**src/rtl/vpi_pkg.sv**
```systemverilog
// ============================================================================
// Module  : vpi_pkg
// Brief   : Shared widths and sample type for the VPI capture return path.
//           Optional macro: VPI_CAPTURE_TS_EN (adds a timestamp field).
// Revision: 1.0 - initial release
// ============================================================================
`default_nettype none

package vpi_pkg;

    localparam int VPI_DATA_W = 32;
    localparam int VPI_TS_W   = 32;

    typedef struct packed {
`ifdef VPI_CAPTURE_TS_EN
        logic [VPI_TS_W-1:0]   ts;
`endif
        logic [VPI_DATA_W-1:0] data;
    } vpi_sample_t;

endpackage

`default_nettype wire

```
**src/rtl/vpi_capture_ram.sv**
```systemverilog
// ============================================================================
// Module  : vpi_capture_ram
// Brief   : DEPTH x WIDTH storage, one synchronous write port and one
//           asynchronous read port.
// Revision: 1.0 - initial release
// ============================================================================
`default_nettype none

module vpi_capture_ram #(
    parameter int WIDTH = 32,
    parameter int DEPTH = 16
) (
    input  logic                     clk,
    input  logic                     i_wr_en,
    input  logic [$clog2(DEPTH)-1:0] i_wr_addr,
    input  logic [WIDTH-1:0]         i_wr_data,
    input  logic [$clog2(DEPTH)-1:0] i_rd_addr,
    output logic [WIDTH-1:0]         o_rd_data
);

    logic [WIDTH-1:0] r_mem [DEPTH];

    always_ff @(posedge clk) begin
        if (i_wr_en) begin
            r_mem[i_wr_addr] <= i_wr_data;
        end
    end

    assign o_rd_data = r_mem[i_rd_addr];

endmodule

`default_nettype wire

```
**src/rtl/vpi_capture_fifo.sv**
```systemverilog
// ============================================================================
// Module  : vpi_capture_fifo
// Brief   : First-word fall-through capture buffer from DUT samples to a
//           polling host, with saturating overflow counter.
//           Optional macro: VPI_CAPTURE_TS_EN (per-sample cycle timestamps).
// Revision: 1.0 - initial release
// ============================================================================
`default_nettype none

module vpi_capture_fifo
    import vpi_pkg::*;
#(
    parameter int DATA_W = VPI_DATA_W,
    parameter int DEPTH  = 16,
`ifdef VPI_CAPTURE_TS_EN
    parameter int TS_W   = VPI_TS_W,
`endif
    parameter int CNT_W  = 16
) (
    input  logic                     clk,
    input  logic                     reset,
    input  logic                     in_valid,
    output logic                     in_ready,
    input  logic [DATA_W-1:0]        in_data,
    input  logic                     host_pop,
    output logic                     host_valid,
    output logic [DATA_W-1:0]        host_data,
`ifdef VPI_CAPTURE_TS_EN
    output logic [TS_W-1:0]          host_ts,
`endif
    output logic [$clog2(DEPTH):0]   level,
    output logic [CNT_W-1:0]         overflow_cnt
);

    localparam int c_IDX_W = $clog2(DEPTH);
    localparam int c_PTR_W = c_IDX_W + 1;
`ifdef VPI_CAPTURE_TS_EN
    localparam int c_ENTRY_W = DATA_W + TS_W;
`else
    localparam int c_ENTRY_W = DATA_W;
`endif
    localparam logic [c_PTR_W-1:0] c_PTR_ONE = c_PTR_W'(1);
    localparam logic [CNT_W-1:0]   c_CNT_MAX = {CNT_W{1'b1}};
    localparam logic [CNT_W-1:0]   c_CNT_ONE = CNT_W'(1);

    logic [c_PTR_W-1:0]   r_wr_ptr;
    logic [c_PTR_W-1:0]   r_rd_ptr;
    logic [CNT_W-1:0]     r_ovf_cnt;
    logic                 r_loaded;
    logic                 w_full;
    logic                 w_empty;
    logic                 w_push;
    logic                 w_pop;
    logic                 w_drop;
    logic [c_ENTRY_W-1:0] w_wr_entry;
    logic [c_ENTRY_W-1:0] w_rd_entry;

    assign w_empty = (r_wr_ptr == r_rd_ptr);
    assign w_full  = (r_wr_ptr[c_IDX_W] != r_rd_ptr[c_IDX_W]) &&
                     (r_wr_ptr[c_IDX_W-1:0] == r_rd_ptr[c_IDX_W-1:0]);
    assign w_push  = in_valid && !w_full;
    assign w_pop   = host_pop && !w_empty;
    assign w_drop  = in_valid && w_full;

`ifdef VPI_CAPTURE_TS_EN
    logic [TS_W-1:0] r_cycle;

    always_ff @(posedge clk) begin
        if (reset) begin
            r_cycle <= '0;
        end else begin
            r_cycle <= r_cycle + TS_W'(1);
        end
    end

    assign w_wr_entry = {r_cycle, in_data};
    assign host_ts    = r_loaded ? w_rd_entry[c_ENTRY_W-1:DATA_W] : '0;
`else
    assign w_wr_entry = in_data;
`endif

    always_ff @(posedge clk) begin
        if (reset) begin
            r_wr_ptr  <= '0;
            r_rd_ptr  <= '0;
            r_ovf_cnt <= '0;
            r_loaded  <= 1'b0;
        end else begin
            if (w_push) begin
                r_wr_ptr <= r_wr_ptr + c_PTR_ONE;
                r_loaded <= 1'b1;
            end
            if (w_pop) begin
                r_rd_ptr <= r_rd_ptr + c_PTR_ONE;
            end
            if (w_drop && (r_ovf_cnt != c_CNT_MAX)) begin
                r_ovf_cnt <= r_ovf_cnt + c_CNT_ONE;
            end
        end
    end

    vpi_capture_ram #(
        .WIDTH (c_ENTRY_W),
        .DEPTH (DEPTH)
    ) u_ram (
        .clk       (clk),
        .i_wr_en   (w_push),
        .i_wr_addr (r_wr_ptr[c_IDX_W-1:0]),
        .i_wr_data (w_wr_entry),
        .i_rd_addr (r_rd_ptr[c_IDX_W-1:0]),
        .o_rd_data (w_rd_entry)
    );

    // Storage is never cleared, so the head reads as zero until the first push.
    assign host_data    = r_loaded ? w_rd_entry[DATA_W-1:0] : '0;
    assign in_ready     = !w_full;
    assign host_valid   = !w_empty;
    assign level        = r_wr_ptr - r_rd_ptr;
    assign overflow_cnt = r_ovf_cnt;

endmodule

`default_nettype wire

```
**config.mk**
```make
export PLATFORM = sky130hd
export DESIGN_NAME = vpi_capture_fifo
export DESIGN_NICKNAME = d
export VERILOG_FILES = /design/src/rtl/vpi_pkg.sv /design/src/rtl/vpi_capture_ram.sv /design/src/rtl/vpi_capture_fifo.sv
export SDC_FILE = /design/constraint.sdc
export NUM_CORES = 1
export LEC_CHECK = 0
export CAP_MARGIN = 20
export CORE_UTILIZATION = 31
export DETAILED_ROUTE_END_ITERATION = 8
export GPL_ROUTABILITY_DRIVEN = 0
export PLACE_DENSITY = 0.51
export SYNTH_ARGS = -nofsm -noshare
export SYNTH_HDL_FRONTEND = slang
export SYNTH_HIERARCHICAL = 1
export SYNTH_SLANG_ARGS = --single-unit
```
**constraint.sdc**
```tcl
create_clock -name clk -period 11.8 [get_ports clk]
set_input_delay 2.36 -clock clk [delete_from_list [all_inputs] [get_ports clk]]
set_output_delay 2.36 -clock clk [all_outputs]
set_load 0.03 [all_outputs]
```
# --- Word-level counts from Yosys, hierarchy flattened ---
# Memory sizes are Yosys's and may differ from the RTL's. A register that Yosys moved wholly into a read port is not among the register bits.
# Cells that the tools add are included.
classes:
  n_mux: 5
  shift: 0
  eq_ne: 4
  n_reduce_logical: 7
  add_sub_neg: 4
  order_cmp: 0
  div_mod_pow: 0
  n_mul: 0
  bitwise_logic: 0
op_table:
  columns: ["cell", "count"]
  rows:
  - ["two-way mux 32 bit", 1]
  - ["adder 16 x 1 -> 16 bit, second input constant", 1]
  - ["inequality test 16 bit, second input constant", 1]
  - ["adder 5 x 1 -> 5 bit, second input constant", 2]
  - ["two-way mux 4 bit", 2]
  - ["equality test 5 bit", 1]
  - ["logical AND 1 bit", 5]
  - ["subtractor 5 bit", 1]
  - ["equality test 4 bit", 1]
  - ["logical NOT 1 bit", 2]
  - ["two-way mux 1 bit", 2]
  - ["inequality test 1 bit", 1]
totals:
  elab_cells: 25
  out_inout_bits: 55
  mem_bits_ro: 0
  ram_bits: 512
  reg_bits: 27
  latch_bits: 0
  mem_count: 1
  inputBits: 36
memory_table:
  columns: ["memory", "depth", "width", "read_ports", "rd_ports_with_merged_regs", "write_ports", "line", "source"]
  rows:
  - ["u_ram.r_mem", 16, 32, 1, 1, 1, "vpi_capture_ram.sv:21", "logic [WIDTH-1:0] r_mem [DEPTH];"]

# --- Longest topological paths before layout ---
# Gate-level depths: netlist of run 1.
logic_depth:
  depth_word: 6
  ltp_mapped: 7
  mapped_depth_nobuf: 7

# --- Hierarchy ---
# The synthesis of run 1 kept the hierarchy.
by_module_without_submodules:
  columns: ["mod", "area_each_um2", "cells_per_inst", "n_inst", "seq_area_each_um2"]
  rows:
  - ["vpi_capture_ram", 19213.4, 806, 1, 15374.7]
  - ["vpi_capture_fifo", 1716.6, 213, 1, 540.5]

# --- Worst setup path after synthesis of run 1 ---
# OpenSTA, ideal clock, no wires.
synth_path:
  path_kind: "input -> register"
  startpoint: "in in_valid"
  endpoint: "mem u_ram.r_mem[0][0] (enable)"
  setup_time_ns: 0.461
  t_arrival_ns: 5.491
  slack_ns: 5.848
  cell_stages: 3
  n_path_buf: 0
  required_time_ns: 11.339
  path_cell_list: "a21boi_1 or3b_2 nor3_1"
synth_via:
  elab_chain_cells: 3
synth_rtl:
  columns: ["element", "line", "source"]
  rows:
  - ["from (decl)", "vpi_capture_fifo.sv:22", "input logic in_valid,"]
  - ["logical AND 1 bit", "vpi_capture_fifo.sv:61", "assign w_push = in_valid && !w_full;"]
  - ["two-way mux 1 bit", "vpi_capture_ram.sv:24", "if (i_wr_en) begin"]
  - ["two-way mux 1 bit (not written as such)", "vpi_capture_ram.sv:25", "r_mem[i_wr_addr] <= i_wr_data;"]
  - ["to (decl)", "vpi_capture_ram.sv:21", null]
# Every way passes these cells.

==> results_dict.tcl, run 1 <==
set metrics [dict create \
    run_status "complete, no violations" \
    grt_max_degree 98 \
    rsz_0062_raised_after_global_routing "no" \
    tritoncts.num_buffers 54 \
    worstSkewPairLatency_ns 0.61 \
    final-hold-violation-count 0 \
    synth_seq_cells 539 \
    first_global_vias 10830 \
    grt_antenna_before_repair 2 \
    finalSetupViolations 0 \
    diodes 0 \
    hold_class "flop to flop" \
    ys_dominant_reg_cell "sky130_fd_sc_hd__edfxtp_1" \
    synth_area_sq_um 20930 \
    cts_tree "done" \
    vias_per_cell 4.984 \
    cp_max_fo 59 \
    antenna_left 0 \
    achievable-frequency_mhz 147.5 \
    synth-edff-count 512 \
    critPathRequiredTime_ns 9.44 \
    die_w_um 261.8 \
    postCtsSetupBuffers 0 \
    cap_viol_max_count 0 \
    warnings_from_yosys 6 \
    grt_pass1_wl_um 72480 \
    layout-drive-gt1-share 0.2181 \
    rel_slew_slack 0.3577 \
    grt_remaining_overflow 0 \
    cts-hold-fix-buffers 0 \
    power_density_nw_per_um2 179.1 \
    max_slew.worst_pin.slew_ns 0.9635 \
    cts_root_buf "sky130_fd_sc_hd__clkbuf_16" \
    drt_drc_violations_left 0 \
    post-route-period-util 0.5744 \
    initial_util 0.3155 \
    clock_skew_ns 0.01867 \
    avgSynthCellArea_sq_um 20.54 \
    ff2ff_setup_slack_ns 7.62 \
    critical-path-top-cell-by-count "sky130_fd_sc_hd__buf_4" \
    mostFrequentLayoutCell "sky130_fd_sc_hd__edfxtp_1" \
    crit_path_max_incr_delay_ns 0.82 \
    mean_routed_wirelength_per_cell_um 23.70 \
    h-tree-depth 2 \
    fp.dieH_um 261.8 \
    critPathTopFamily "buffers and inverters" \
    timing_worst_setup_path_type "flop to primary output" \
    path_clk_slew_ns 0.06 \
    post_layout_min_period_ns 6.778 \
    ctsLongestPathBuffers 3 \
    tritonroute_pass_1_iters 5 \
    grt_util_all_layers 0.1447 \
    synth.lib_cells_used.distinct 42 \
    fp-row-count 94 \
    synthesized_netlist_cell_count 1019 \
    routed_wirelength_um 48510 \
    post_cts_resize_count 0 \
    clkSinkCount 539 \
    timing.critical_path.to_type "primary output" \
    worst_ep_arrival_time_ns 4.42 \
    area_delta_synth_final_pct 18.73 \
    count_of_buffer_and_inverter_cells_on_the_critical_path 3 \
    nets 1183 \
    peakVddDrop_mv 0.1013 \
    drt_iter0_drc 749 \
    setup.worst_path.start_class "flop" \
    finalCoreUtilization 0.3746 \
    ys_seq_area_frac 0.7604 \
    coreArea_sq_um 66330 \
    vias 10200 \
    mostFrequentLayoutCells "sky130_fd_sc_hd__edfxtp_1 (512), sky130_fd_sc_hd__mux4_2 (128), sky130_fd_sc_hd__clkdlybuf4s50_1 (90)" \
    synth_fp_nets 1063 \
    finalMaxSlewViolations 0 \
    cellLeakagePower_nw 7.560 \
    timing.critical_path.slowest_stage_cell "sky130_fd_sc_hd__buf_4" \
    timing.critical_path.cells "buf_4 > buf_4 > mux4_2 > a22oi_1 > nand2_1 > and2_1 > clkdlybuf4s50_1" \
    total_negative_slack_for_setup_checks_ns 0 \
    boundaryPins 91 \
    synth_async_sr_flop_share 0 \
    place.detailed.hpwl_um 24830 \
    dieArea_sq_um 68560 \
    numPortBuffers 90 \
]
-- Yosys cell counts (all sizes together) (3+ instances only) --
| cell | count | area share |
|---|---|---|
| edfxtp | 512 | 0.73 |
| mux4 | 128 | 0.14 |
| a22oi | 64 | 0.023 |
| nand2 | 41 | 0.0074 |
| and2 | 35 | 0.010 |
| nor2 | 32 | 0.0057 |
| dfxtp | 27 | 0.026 |
| buf | 26 | 0.0076 |
| clkbuf | 26 | 0.0047 |
| a21oi | 12 | 0.0029 |
| nor3 | 11 | 0.0026 |
| inv | 9 | 0.0016 |
| nand3 | 8 | 0.0019 |
| ha | 7 | 0.0042 |
| o21ai | 7 | 0.0017 |
| or4 | 7 | 0.0025 |
| nor2b | 6 | 0.0018 |
| xnor2 | 6 | 0.0025 |
| xor2 | 6 | 0.0025 |
| mux2 | 5 | 0.0027 |
| o31ai | 5 | 0.0018 |
| nand2b | 4 | 0.0012 |
| nand4 | 4 | 0.0012 |
| nor4 | 4 | 0.0015 |
| or3 | 4 | 0.0012 |
| and3 | 3 | 0.00090 |
| and4 | 3 | 0.0013 |
| nand3b | 3 | 0.0011 |
| o211ai | 3 | 0.0011 |
-- state kept, by name (all words and copies together), names as in the netlist --
register	flops
r_wr_ptr	5
overflow_cnt	16
r_rd_ptr	5
r_loaded	1
u_ram/r_mem	512
-- stage by stage --
stage	cell area, sq um	worst slack, ns	power [mW]	instances	hold slack, ns
global route	24850	4.842	4.612	2047	0.5446
global placement	23010	5.553	2.728	1947	0.5004
finish	24850	5.022	4.450	2047	0.5134
floorplan	20930	5.848	2.570	1019	0.4866
CTS	24850	4.942	4.515	2047	0.5156
detailed placement	23010	5.595	2.727	1947	0.5053
-- per-layer routing --
| metal | share of wire | global-route usage | vias to the layer above |
|---|---|---|---|
| li1 | - | - | 4476 |
| met1 | 0.44 | 0.1950 | 5464 |
| met2 | 0.50 | 0.2422 | 201 |
| met3 | 0.046 | 0.02807 | 58 |
| met4 | 0.015 | 0.03230 | 4 |
| met5 | 0.00047 | 0 | - |
-- where the power goes --
group	switching, mW	leakage (nW)	internal (mW)
Sequential	0.0369	4.85	2.12
Clock	0.707	0.906	1.07
Combinational	0.254	1.81	0.262
-- cell families after synthesis --
group / Yosys count / share of synthesized area
flops: 539 / 0.7604
simple gates: 166 / 0.04113
mux: 135 / 0.1414
compound gates: 98 / 0.03306
buf+inv: 61 / 0.01387
xor+xnor: 12 / 0.005021
fa+ha+maj: 8 / 0.005141
-- layout make-up --
type                    instances  area (sq um)
inverters                       9         33.78
clock inverters                37         437.9
repair buffers                116          1109
clock buffers                  63          1406
fillers                      6062         41480
well taps                     864          1081
multi-input cells             419          4858
flip-flops and latches        539         15920
-- worst min-delay path, cell delays in order, from the launching register on --
cell and delay (ns):
sky130_fd_sc_hd__dfxtp_1 0.33, sky130_fd_sc_hd__o21ai_0 0.07, sky130_fd_sc_hd__a21oi_1 0.06
-- worst paths after layout --
check	from	cells after the start	end
worst min-delay path	overflow_cnt[1]	2	overflow_cnt[1]
worst max register to register	r_rd_ptr[0]	6	u_ram/r_mem[8][9]
worst max-delay path	r_rd_ptr[1]	7	host_data[31]
worst min register to register	overflow_cnt[1]	2	overflow_cnt[1]
(Power assumes the default switching activity.)
==> inputs of run 2 (changes only) <==
clock period = 6.9 ns   (was 11.8 ns; I/O delays follow)
==> results_dict.tcl, run 2 (synthesis results as in run 1) <==
set metrics [dict create \
    run_status "complete, no violations" \
    tritoncts.num_buffers 57 \
    post-route-period-util 0.7471 \
    grt_max_degree 87 \
    final-instance-count-excl-fill 2048 \
    cts_root_buf "sky130_fd_sc_hd__clkbuf_16" \
    first_global_vias 10950 \
    final-hold-violation-count 0 \
    mostFrequentLayoutCells "sky130_fd_sc_hd__edfxtp_1 (512), sky130_fd_sc_hd__mux4_2 (128), sky130_fd_sc_hd__clkdlybuf4s50_1 (90)" \
    numPortBuffers 90 \
    setup.worst_path.start_class "flop" \
    drt_iter0_drc 744 \
    vias_per_cell 5.015 \
    initial_util 0.3155 \
    dieArea_sq_um 68560 \
    h-tree-depth 2 \
    power_density_nw_per_um2 302.7 \
    boundaryPins 91 \
    postCtsSetupBuffers 0 \
    hold_class "flop to flop" \
    timing_worst_setup_path_type "flop to primary output" \
    grt_pass1_wl_um 73820 \
    ctsLongestPathBuffers 3 \
    fp-row-count 94 \
    critPathRequiredTime_ns 5.52 \
    worstSkewPairLatency_ns 0.62 \
    coreArea_sq_um 66330 \
    grt_antenna_before_repair 2 \
    rsz_0062_raised_after_global_routing "no" \
    timing.critical_path.to_type "primary output" \
    diodes 0 \
    peakVddDrop_mv 0.2002 \
    layout-drive-gt1-share 0.2137 \
    cap_viol_max_count 0 \
    fp.dieH_um 261.8 \
    routed_wirelength_um 49730 \
    largest_reg_flops 512 \
    cts_tree "done" \
    nets 1187 \
    drt_drc_violations_left 0 \
    rel_slew_slack 0.2806 \
    achievable-frequency_mhz 194.0 \
    finalMaxSlewViolations 0 \
    vias 10270 \
    fillers 6151 \
    finalSetupViolations 0 \
    post_layout_min_period_ns 5.155 \
    max_slew.worst_pin.slew_ns 1.076 \
    clock_skew_ns 0.01471 \
    tritonroute_pass_1_iters 6 \
    cellLeakagePower_nw 7.520 \
    post_cts_resize_count 0 \
    placedCellCount 1948 \
    worst_ep_arrival_time_ns 3.78 \
    mean_routed_wirelength_per_cell_um 24.28 \
    max_flop_register "u_ram/r_mem" \
    grt_util_all_layers 0.1480 \
    die_w_um 261.8 \
    path_clk_slew_ns 0.06 \
    area_delta_synth_final_pct 18.51 \
    grt_remaining_overflow 0 \
    place.detailed.hpwl_um 26630 \
    mostFrequentLayoutCell "sky130_fd_sc_hd__edfxtp_1" \
    cts-hold-fix-buffers 0 \
    total_negative_slack_for_setup_checks_ns 0 \
    clkSinkCount 539 \
    cp_max_fo 39 \
    antenna_left 0 \
    ff2ff_setup_slack_ns 2.56 \
]
[run 2: stage by stage]
step | utilization | total power [mW] | setup slack [ns] | hold slack, ns | instance area [sq um]
6_report | 0.3739 | 7.508 | 1.745 | 0.5221 | 24800
3_3_place_gp | 0.3473 | 4.693 | 2.216 | 0.4996 | 23040
5_1_grt | 0.3739 | 7.790 | 1.372 | 0.5486 | 24800
4_1_cts | 0.3739 | 7.620 | 1.560 | 0.5222 | 24800
3_5_place_dp | 0.3473 | 4.698 | 2.172 | 0.5101 | 23040
2_1_floorplan | - | 4.394 | 1.928 | 0.4866 | 20930
[run 2: path summary, 6_finish.rpt]
| kind | startpoint | end | depth (start not counted) |
|---|---|---|---|
| worst max register to register | r_rd_ptr[0] | u_ram/r_mem[14][0] | 6 |
| worst min register to register | r_wr_ptr[4] | r_wr_ptr[4] | 2 |
| worst min-delay path | r_wr_ptr[4] | r_wr_ptr[4] | 2 |
| worst max-delay path | r_rd_ptr[0] | host_data[17] | 6 |
[run 2: cell type report]
type                            count  area [sq um]  share of cell area
Tap cell                          864          1081             0.04358
Clock buffer                       72          1483             0.05978
Sequential cell                   539         15920              0.6420
Clock inverter                     28         282.8             0.01140
Timing Repair Buffer              117          1141             0.04600
Inverter                            9         33.78            0.001362
Multi-Input combinational cell    419          4858              0.1959
[run 2: power by group]
| part | switching (mW) | internal [mW] |
|---|---|---|
| Clock | 1.24 | 1.67 |
| Sequential | 0.0712 | 3.63 |
| Combinational | 0.444 | 0.459 |
| Total | 1.76 | 5.75 |
[run 2: layer usage]
layer  track usage  part of all wire  vias to the layer above
li1              -                 -                     4471
met1        0.2016              0.45                     5546
met2        0.2441              0.49                      187
met3       0.02614             0.037                       63
met4       0.03957             0.018                        4
met5             0           0.00044                        -
[run 2: critical path: stages, from the launching register on]
cell,delay (ns)
sky130_fd_sc_hd__dfxtp_4,0.89
sky130_fd_sc_hd__buf_4,0.51
sky130_fd_sc_hd__mux4_2,0.61
sky130_fd_sc_hd__a22oi_1,0.24
sky130_fd_sc_hd__nand2_1,0.10
sky130_fd_sc_hd__and2_1,0.17
sky130_fd_sc_hd__clkdlybuf4s50_1,0.59
